--- src/rtl/lcd_wr_sched.sv ---
// lcd_wr_sched: round-robin two-requester scheduler driving an 8080-style LCD write cycle
module lcd_wr_sched #(
  parameter int DW      = 24,
  parameter int T_SETUP = 2,
  parameter int T_LOW   = 3,
  parameter int T_HOLD  = 3
) (
  input  logic          clk,
  input  logic          rst,
  input  logic          a_valid,
  input  logic          a_rs,
  input  logic [DW-1:0] a_data,
  output logic          a_ready,
  input  logic          b_valid,
  input  logic          b_rs,
  input  logic [DW-1:0] b_data,
  output logic          b_ready,
  output logic          busy,
  output logic          lcd_cs,
  output logic          lcd_rs,
  output logic          lcd_wr,
  output logic          lcd_rd,
  output logic [DW-1:0] lcd_data
);
  localparam logic [7:0] C_SETUP = (T_SETUP < 2) ? 8'd0 : 8'(T_SETUP - 1);
  localparam logic [7:0] C_LOW   = (T_LOW   < 2) ? 8'd0 : 8'(T_LOW   - 1);
  localparam logic [7:0] C_HOLD  = (T_HOLD  < 2) ? 8'd0 : 8'(T_HOLD  - 1);
  typedef enum logic [1:0] {IDLE, SETUP, STROBE, HOLD} state_t;
  state_t     r_state;
  logic [7:0] r_cnt;
  logic       r_last_b;
  logic       w_idle, w_grant_b, w_any, w_done;
  always_comb begin
    w_idle    = r_state == IDLE;
    w_grant_b = b_valid & (~a_valid | ~r_last_b);
    w_any     = a_valid | b_valid;
    w_done    = r_cnt == 8'd0;
    a_ready   = w_idle & rst & a_valid & ~w_grant_b;
    b_ready   = w_idle & rst & w_grant_b;
  end
  always_ff @(posedge clk) begin
    lcd_rd <= 1'b1;
    if (!rst) begin
      r_state  <= IDLE;
      r_cnt    <= 8'd0;
      r_last_b <= 1'b1;
      lcd_cs   <= 1'b1;
      lcd_wr   <= 1'b1;
      lcd_rs   <= 1'b0;
      lcd_data <= '0;
      busy     <= 1'b0;
    end else begin
      case (r_state)
        IDLE: if (w_any) begin
          r_state  <= SETUP;
          r_cnt    <= C_SETUP;
          r_last_b <= w_grant_b;
          lcd_rs   <= w_grant_b ? b_rs : a_rs;
          lcd_data <= w_grant_b ? b_data : a_data;
          lcd_cs   <= 1'b0;
          busy     <= 1'b1;
        end
        SETUP: if (w_done) begin
          r_state <= STROBE;
          r_cnt   <= C_LOW;
          lcd_wr  <= 1'b0;
        end else r_cnt <= r_cnt - 8'd1;
        STROBE: if (w_done) begin
          r_state <= HOLD;
          r_cnt   <= C_HOLD;
          lcd_wr  <= 1'b1;
        end else r_cnt <= r_cnt - 8'd1;
        HOLD: if (w_done) begin
          r_state <= IDLE;
          lcd_cs  <= 1'b1;
          busy    <= 1'b0;
        end else r_cnt <= r_cnt - 8'd1;
      endcase
    end
  end
endmodule

--- config.mk ---
export PLATFORM = sky130hd
export DESIGN_NAME = lcd_wr_sched
export DESIGN_NICKNAME = d
export VERILOG_FILES = /design/src/rtl/lcd_wr_sched.sv
export SDC_FILE = /design/constraint.sdc
export NUM_CORES = 1
export LEC_CHECK = 0
export ABC_AREA = 1
export CORE_MARGIN = 2
export CORE_UTILIZATION = 46
export DETAILED_ROUTE_END_ITERATION = 10
export GPL_ROUTABILITY_DRIVEN = 0
export PLACE_DENSITY = 0.85
export RECOVER_POWER = 25
export SYNTH_ARGS = -nofsm -noshare
export SYNTH_HDL_FRONTEND = slang
export SYNTH_SLANG_ARGS = --single-unit
--- constraint.sdc ---
create_clock -name clk -period 2.8 [get_ports clk]
set_input_delay 0.42 -clock clk [delete_from_list [all_inputs] [get_ports clk]]
set_output_delay 0.42 -clock clk [all_outputs]
set_load 0.005 [all_outputs]
# Word-level counts from Yosys, hierarchy flattened
# Index checks and enable logic that the tools add are counted.
[totals] reg_bits=39 elab_cells=55
[classes] n_addsub=1 n_eq_ne=8 n_mux=18 n_bitwise=10 reduce_logical=10
[ops] cell="$mux 24" count=1
[ops] cell="$mux 8" count=3
[ops] cell="$pmux 8 s3" count=1
[ops] cell="$logic_not 8->1" count=1
[ops] cell="$mux 2" count=4
[ops] cell="$ne 2x2->1 const B" count=4
[ops] cell="$pmux 2 s4" count=1
[ops] cell="$sub 8x1->8 const B" count=1
[ops] cell="$pmux 1 s2" count=3
[ops] cell="$reduce_and 3->1" count=2
[ops] cell="$and 1x1->1" count=5
[ops] cell="$mux 1" count=5
[ops] cell="$eq 2x2->1 const B" count=2
[ops] cell="$reduce_and 2->1" count=2
[ops] cell="$reduce_and 4->1" count=1
[ops] cell="$reduce_bool 2->1" count=2
[ops] cell="$not 1->1" count=3
[ops] cell="$eq 2x1->1 const B" count=1
[ops] cell="$logic_not 2->1" count=1
[ops] cell="$ne 2x1->1 const B" count=1
[ops] cell="$or 1x1->1" count=2
[ops] cell="$reduce_or 2->1" count=1

# Depth between registers and ports, before layout
# Gate-level depths: netlist of run 1.
[logic_depth] word_depth=5 depth_mapped=10 depth_no_buf=10

# Worst setup path before layout of run 1
# Ideal clock, no wire load.
[synth_path] kind="input -> output" startpoint="input b_valid" endpoint="output b_ready" t_arrival_ns=1.162 required_time_ns=2.380 path_slack_ns=1.218 stages=5 path_cell_list="inv_1 a21oi_4 inv_2 buf_2 nor3_1"
[synth_between] elab_chain_len=2
[synth_lines] item="start: declaration" line_no="14" source="input logic b_valid,"
[synth_lines] item="$and 1x1->1" line_no="35" source="w_grant_b = b_valid & (~a_valid | ~r_last_b);"
[synth_lines] item="$and 1x1->1" line_no="39" source="b_ready = w_idle & rst & w_grant_b;"
[synth_lines] item="end: declaration" line_no="17" source="output logic b_ready,"
# Every way passes these cells.

# Worst setup path after layout of run 1
[layout_path] startpoint="register r_state[1]" endpoint="output a_ready"
[layout_between] elab_chain_len=4
[layout_lines] item="start: declaration" line_no="29" source="state_t r_state;"
[layout_lines] item="start signal: assignment" line_no="44" source="r_state <= IDLE;"
[layout_lines] item="start signal: assignment" line_no="55" source="r_state <= SETUP;"
[layout_lines] item="start signal: assignment" line_no="64" source="r_state <= STROBE;"
[layout_lines] item="$logic_not 2->1" line_no="34" source="w_idle = r_state == IDLE;"
[layout_lines] item="$and 1x1->1 (3 in a row)" line_no="38" source="a_ready = w_idle & rst & a_valid & ~w_grant_b;"
[layout_lines] item="end: declaration" line_no="13" source="output logic a_ready,"
# Every way passes these cells.

==> impl_summary.log, run 1 <==
INFO  metric result_of_the_run = finished, final reports clean
INFO  metric clockRootBuffer = clkbuf_8
INFO  metric r2r_slack = 880 ps
INFO  metric effective_utilization_at_floorplan = 47.4%
INFO  metric cp_slowest_stage_delay = 580 ps
INFO  metric synth.cell_area = 2050 µm²
INFO  metric drive_above_1_share = 10.5%
INFO  metric syn2layout_area_growth = 46.7%
INFO  metric grt_first_pass_wirelength = 8930 µm
INFO  metric first_global_vias = 2080
INFO  metric max_slew_margin_vs_limit = 61.4%
INFO  metric yosys.area.top_type = dfxtp_1
INFO  metric crit_arrival = 2030 ps
INFO  metric holdCritStartpoint = busy
INFO  metric timing_max_transition_violations_final = 0
INFO  metric whs_endpoint = busy
INFO  metric cp_slowest_cell = clkdlybuf4s50_1
INFO  metric ir_worst_vdd = 0.427 mV
INFO  metric finalClockSkew = 2.54 ps
INFO  metric worst_r2r_startpoint = r_cnt[0]
INFO  metric postCtsSetupBuffers = 0
INFO  metric maxCapViolations = 0
INFO  metric final_hold_viol_count = 0
INFO  metric numnets_final = 429
INFO  metric worst-slew-pin-transition = 577 ps
INFO  metric r2r-end = r_cnt[4]
INFO  metric unrepaired_setup_endpoints_after_global_routing = false
INFO  metric netlist_instances = 288
INFO  metric finalSetupTns = 0 ps
INFO  metric cts_tree = yes
INFO  metric start_kind = flip-flop
INFO  metric synthDominantCellAreaShare = 38.1%
INFO  metric maximum_number_of_pins_on_one_net_before_global_route_repair = 33
INFO  metric n_antenna_cell = 0
INFO  metric antenna_found_initial = 0
INFO  metric drt-pass1-iter-count = 4
INFO  metric layout_worst_path_cycle_share = 87.6%
INFO  metric worst_setup_hold_path_clk_slew = 70 ps
INFO  metric finalPower = 0.00286 W
INFO  metric vias_per_cell = 5.04
INFO  metric multi_input_area = 1080 µm²
INFO  metric worstPathRequired = 2380 ps
INFO  metric top_level_ports = 85
INFO  metric floorplan.die_area = 5010 µm²
INFO  metric category_of_the_critical_setup_timing_path = reg -> out
INFO  metric hpwlAfterDp = 3830 µm
INFO  metric avgRoutedWirePerCell = 12.1 µm
INFO  metric synth_seq_cells = 39
INFO  metric finalSetupViolCount = 0
INFO  metric clock-sinks = 39
INFO  metric max-clock-path-buffers = 2
INFO  metric number_of_fill_cells = 364
INFO  metric crit_fanout = 6
INFO  metric static-leakage-power = 1.31 nW
INFO  metric crit_path_end_kind = output pin
INFO  metric detail_route.drc_violations = 0
INFO  metric die_width = 70.8 µm
INFO  metric part_of_the_yosys_area_used_for_sequential_elements = 38.1%
INFO  metric place.port_buffers = 83
INFO  metric detail_route.iter0.violations = 84
INFO  metric ff_to_ff_path_depth = 9
INFO  metric power_density = 951 nW/µm²
INFO  metric hold_path_class = reg -> reg
INFO  metric insertion_delay = 290 ps
INFO  metric syn-mean-instance-area = 7.12 µm²
INFO  metric fp-row-count = 24
INFO  metric vias = 2130
INFO  metric postRouteWirelength = 5130 µm
INFO  metric ant_nets = 0
INFO  metric synth_nets = 347
INFO  metric clock.fmax = 408 MHz
INFO  metric crit_chain = inv_1, ha_1, inv_2, nor4_1, clkdlybuf4s50_1
INFO  metric number_of_buffers_created_by_cts = 5
INFO  metric post_cts_hold_buffer_count = 0
INFO  metric yosys_warnings = 0
INFO  metric htreeDepth = 2
INFO  metric synth_cell_types = 30
INFO  metric synth.top_cells.by_area = dfxtp_1, nand2_1, a31oi_1, nor2_1, o21ai_0
INFO  metric track_usage = 21.8%
INFO  metric register_area = 781 µm²
INFO  metric worstHoldPathCells = 2
INFO  metric fin_crit = 2450 ps
INFO  metric core-area = 4320 µm²
INFO  metric postCtsResizedCells = 0
INFO  metric grt_overflow = 0
INFO  metric die_y = 70.8 µm
-- registers in the layout, indices dropped and copies added (netlist names) --
signal	cells
busy	1
lcd_cs	1
lcd_data	24
lcd_rs	1
lcd_wr	1
r_cnt	8
r_last_b	1
r_state	2
-- report_power, final --
part / internal [W] / switching [W]
Sequential: 0.000753 / 0.000115
Clock: 0.000225 / 0.000194
Combinational: 0.000691 / 0.000882
Total: 0.00167 / 0.00119
-- per-layer routing --
layer,vias up,track usage [%],wire [µm]
met2,74,37.3,2420
met3,6,9.26,509
met1,935,24.6,2140
li1,1115,-,-
met4,0,6.71,60
met5,-,0,0
-- kinds of logic after synthesis --
logic type	synth area share (%)
DFF	38.1
adders and majority gates	3.05
xor gates and xnor gates	0.427
AOI/OAI and AO/OA	19.5
and+or+nand+nor	29.9
buffers and inverters	8.91
other	0.183
-- critical path, delay by kind of cell, from the launching register on --
kind                       cells  cell delay, ps
buffers and inverters          3             800
and+or+nand+nor                1             340
DFF                            1             330
adders and majority gates      1             270
-- how the worst max path moves through the flow --
stage | start | endpoint | slack, ps | depth (start not counted)
after floorplan | b_valid | b_ready | 1220 | 5
after global placement | b_valid | b_ready | 460 | 6
after detailed placement | b_valid | b_ready | 400 | 6
after CTS | r_state[0] | a_ready | 360 | 5
after global routing | r_state[1] | a_ready | 250 | 5
final | r_state[1] | a_ready | 350 | 5
-- cells in the mapped netlist --
cell type  count
o21bai_1       1
nor2_1        26
inv_1         22
a21oi_1        2
nor2_4         2
inv_4          1
buf_2          6
nor4_1         1
o21ai_1       12
nand3_1       10
a31oi_1       25
o211ai_1       4
nand3_2        2
o21ai_2        2
clkbuf_1       4
a21oi_4        2
nand3_4        1
nand2_4        2
nor3_1         1
xor2_1         1
nand4_1        6
inv_2          7
nand2_1       74
buf_4          3
ha_1           5
nor2_2         5
nand2_2        4
dfxtp_1       39
o21ai_0       17
conb_1         1
-- stage by stage --
step	util [%]	setup WS [ps]	hold WS (ps)	cells	area (µm²)
after CTS	69.8	355	460	423	3020
after global placement	67.4	455	436	415	2920
final	69.6	348	449	423	3010
after detailed placement	67.4	399	446	415	2920
after global routing	69.6	246	475	423	3010
after floorplan	-	1220	442	288	2050
-- placed cells by master, fill, tap and decap left out, types with 2 or more instances in the layout --
cell,instances
nand2_1,74
clkdlybuf4s50_1,67
dfxtp_1,39
nor2_1,27
a31oi_1,25
inv_1,22
o21ai_0,17
dlygate4sd3_1,16
o21ai_1,12
nand3_1,10
inv_2,7
clkbuf_8,7
nand4_1,6
nor2_2,5
ha_1,5
buf_4,5
nand2_2,4
o211ai_1,4
a21oi_4,2
nand2_4,2
o21ai_2,2
nand3_2,2
a21oi_1,2
-- layout make-up --
cell class                      count  share of cell area (%)
Multi-Input combinational cell    206                    35.9
Timing Repair Buffer               88                    28.9
Sequential cell                    39                    25.9
Inverter                           30                    3.83
Clock buffer                        8                    3.33
Tap cell                           52                    2.16
No activity file was read; power rests on OpenSTA's default activity.
==> run 2, diff against run 1 <==
--- a/config.mk
+++ b/config.mk
@@ -10,8 +10,10 @@
 export CORE_UTILIZATION = 46
 export DETAILED_ROUTE_END_ITERATION = 10
 export GPL_ROUTABILITY_DRIVEN = 0
+export HOLD_SLACK_MARGIN = 0.12
 export PLACE_DENSITY = 0.85
 export RECOVER_POWER = 25
 export SYNTH_ARGS = -nofsm -noshare
 export SYNTH_HDL_FRONTEND = slang
 export SYNTH_SLANG_ARGS = --single-unit
+export TNS_END_PERCENT = 30
==> constraint.sdc (replaced) <==
create_clock -name clk -period 2.8 [get_ports clk]
set_input_delay 0.56 -clock clk [delete_from_list [all_inputs] [get_ports clk]]
set_output_delay 0.56 -clock clk [all_outputs]
set_load 0.005 [all_outputs]
==> run 2 against run 1 <==
Effect of this change: clock skew up 1.8 ps; sequential power up 0.7%; cell area up 0.21%; critical path depth unchanged; clock-buffer cell count down 2; global-route usage up 0.69 points; total power up 2.9%; critical path type is now in -> out; largest power group unchanged.
==> impl_summary.log, run 2 (same netlist as run 1, synthesis figures left out) <==
INFO  metric clock-sinks = 39
INFO  metric worst_r2r_startpoint = r_state[0]
INFO  metric die_y = 70.8 µm
INFO  metric syn2layout_area_growth = 47.0%
INFO  metric ant_nets = 0
INFO  metric vias = 2184
INFO  metric drt-pass1-iter-count = 4
INFO  metric max-clock-path-buffers = 2
INFO  metric power_density = 976 nW/µm²
INFO  metric maxCapViolations = 0
INFO  metric die_width = 70.8 µm
INFO  metric final_hold_viol_count = 0
INFO  metric top_level_ports = 85
INFO  metric worstHoldPathCells = 2
INFO  metric postCtsResizedCells = 0
INFO  metric holdCritStartpoint = lcd_cs
INFO  metric ir_worst_vdd = 0.435 mV
INFO  metric core-area = 4320 µm²
INFO  metric post_cts_hold_buffer_count = 0
INFO  metric avgRoutedWirePerCell = 12.8 µm
INFO  metric grt_overflow = 0
INFO  metric finalPower = 0.00294 W
INFO  metric whs_endpoint = lcd_cs
INFO  metric crit_arrival = 2080 ps
INFO  metric htreeDepth = 2
INFO  metric detail_route.drc_violations = 0
INFO  metric max_slew_margin_vs_limit = 18.7%
INFO  metric worst-slew-pin-transition = 1220 ps
INFO  metric effective_utilization_at_floorplan = 47.4%
INFO  metric worstPathRequired = 2240 ps
INFO  metric number_of_fill_cells = 377
INFO  metric ff_to_ff_path_depth = 10
INFO  metric r2r_slack = 690 ps
INFO  metric detail_route.iter0.violations = 104
INFO  metric start_kind = input port
INFO  metric clockRootBuffer = clkbuf_8
INFO  metric dp_cells = 416
INFO  metric fp-row-count = 24
INFO  metric dpl_worst_slack = 188 ps
INFO  metric crit_fanout = 4
INFO  metric antenna_found_initial = 0
INFO  metric category_of_the_critical_setup_timing_path = in -> out
INFO  metric postRouteWirelength = 5420 µm
INFO  metric timing_max_transition_violations_final = 0
INFO  metric vias_per_cell = 5.15
INFO  metric finalSetupTns = 0 ps
INFO  metric finalSetupViolCount = 0
INFO  metric drive_above_1_share = 10.2%
INFO  metric crit_path_end_kind = output pin
INFO  metric largest_reg_flops = 24
INFO  metric layout.cells.non_filler = 424
INFO  metric track_usage = 22.4%
INFO  metric maximum_number_of_pins_on_one_net_before_global_route_repair = 51
INFO  metric largest_register = lcd_data
INFO  metric r2r-end = r_cnt[3]
INFO  metric grt_first_pass_wirelength = 9090 µm
INFO  metric cts_tree = yes
INFO  metric number_of_buffers_created_by_cts = 5
INFO  metric result_of_the_run = finished, final reports clean
INFO  metric floorplan.die_area = 5010 µm²
INFO  metric first_global_vias = 2119
INFO  metric fin_crit = 2640 ps
INFO  metric clock.fmax = 378 MHz
INFO  metric insertion_delay = 290 ps
INFO  metric postCtsSetupBuffers = 0
INFO  metric unrepaired_setup_endpoints_after_global_routing = false
INFO  metric layout.cells.most_common = clkdlybuf4s50_1
INFO  metric layout_worst_path_cycle_share = 94.4%
INFO  metric worst_setup_hold_path_clk_slew = 70 ps
INFO  metric fin_ws = 156 ps
INFO  metric mostFrequentLayoutCells = clkdlybuf4s50_1, nand2_1, dfxtp_1
INFO  metric n_antenna_cell = 0
INFO  metric biggestRegsByFlops = lcd_data: 24 flops, r_cnt: 8 flops, r_state: 2 flops
INFO  metric place.port_buffers = 83
INFO  metric numnets_final = 430
INFO  metric hpwlAfterDp = 4030 µm
INFO  metric static-leakage-power = 1.31 nW
INFO  metric hold_path_class = reg -> reg
INFO  metric finalClockSkew = 4.33 ps
-- run 2: cell types whose count changed in the layout (fill, tap and decap cells not counted), sizes merged --
| cell | before | now |
|---|---|---|
| clkinv | 0 | 1 |
| clkdlybuf4s50 | 67 | 77 |
| dlygate4sd3 | 16 | 6 |
| bufinv | 0 | 1 |
| buf | 5 | 4 |
-- run 2: worst max-delay path, cell delays in order --
cell	delay, ps
clkdlybuf4s50_1	480
a21oi_4	220
inv_1	70
nor3_1	200
clkdlybuf4s50_1	550
-- run 2: area by class of cell --
cell class | count | area (µm²) | share of cell area, %
clock buffers | 6 | 82.6 | 2.74
clock inverters | 2 | 35.0 | 1.16
inverters | 30 | 115 | 3.82
multi-input cells | 206 | 1070 | 35.4
flip-flops and latches | 39 | 781 | 25.9
well taps | 52 | 65.1 | 2.16
repair buffers | 89 | 870 | 28.8
-- run 2: power by group --
| part | switching (W) | internal (W) |
|---|---|---|
| sequential | 0.000120 | 0.000754 |
| combinational | 0.000883 | 0.000698 |
| clock | 0.000199 | 0.000288 |
-- run 2: worst max path at each step --
stage | start | end | depth (start not counted)
6_report | a_valid | b_ready | 5
5_1_grt | a_valid | b_ready | 5
4_1_cts | a_valid | b_ready | 5
3_5_place_dp | a_valid | b_ready | 5
3_3_place_gp | a_valid | b_ready | 5
2_1_floorplan | b_valid | b_ready | 5
-- run 2: layer usage --
| metal | up-vias | part of all wire (%) | track usage [%] | wire, µm |
|---|---|---|---|---|
| li1 | 1117 | - | - | - |
| met1 | 990 | 41 | 25.1 | 2230 |
| met2 | 67 | 49 | 38.6 | 2640 |
| met3 | 10 | 8.3 | 8.97 | 450 |
| met4 | 0 | 1.8 | 7.97 | 99 |
| met5 | - | 0 | 0 | 0 |
-- run 2: metrics by stage --
step                cell area [µm²]  hold WS (ps)  util, %
global placement               2940           437     67.9
finish                         3020           463     69.7
floorplan                      2050           442        -
global route                   3020           490     69.7
CTS                            3050           464     70.6
detailed placement             2940           446     67.9
==> run 3, diff against run 2 <==
--- a/config.mk
+++ b/config.mk
@@ -6,6 +6,7 @@
 export NUM_CORES = 1
 export LEC_CHECK = 0
 export ABC_AREA = 1
+export CAP_MARGIN = 20
 export CORE_MARGIN = 2
 export CORE_UTILIZATION = 46
 export DETAILED_ROUTE_END_ITERATION = 10
==> results of run 3 <==
Same layout as run 2: the final DEF is identical, and so are final timing and power.
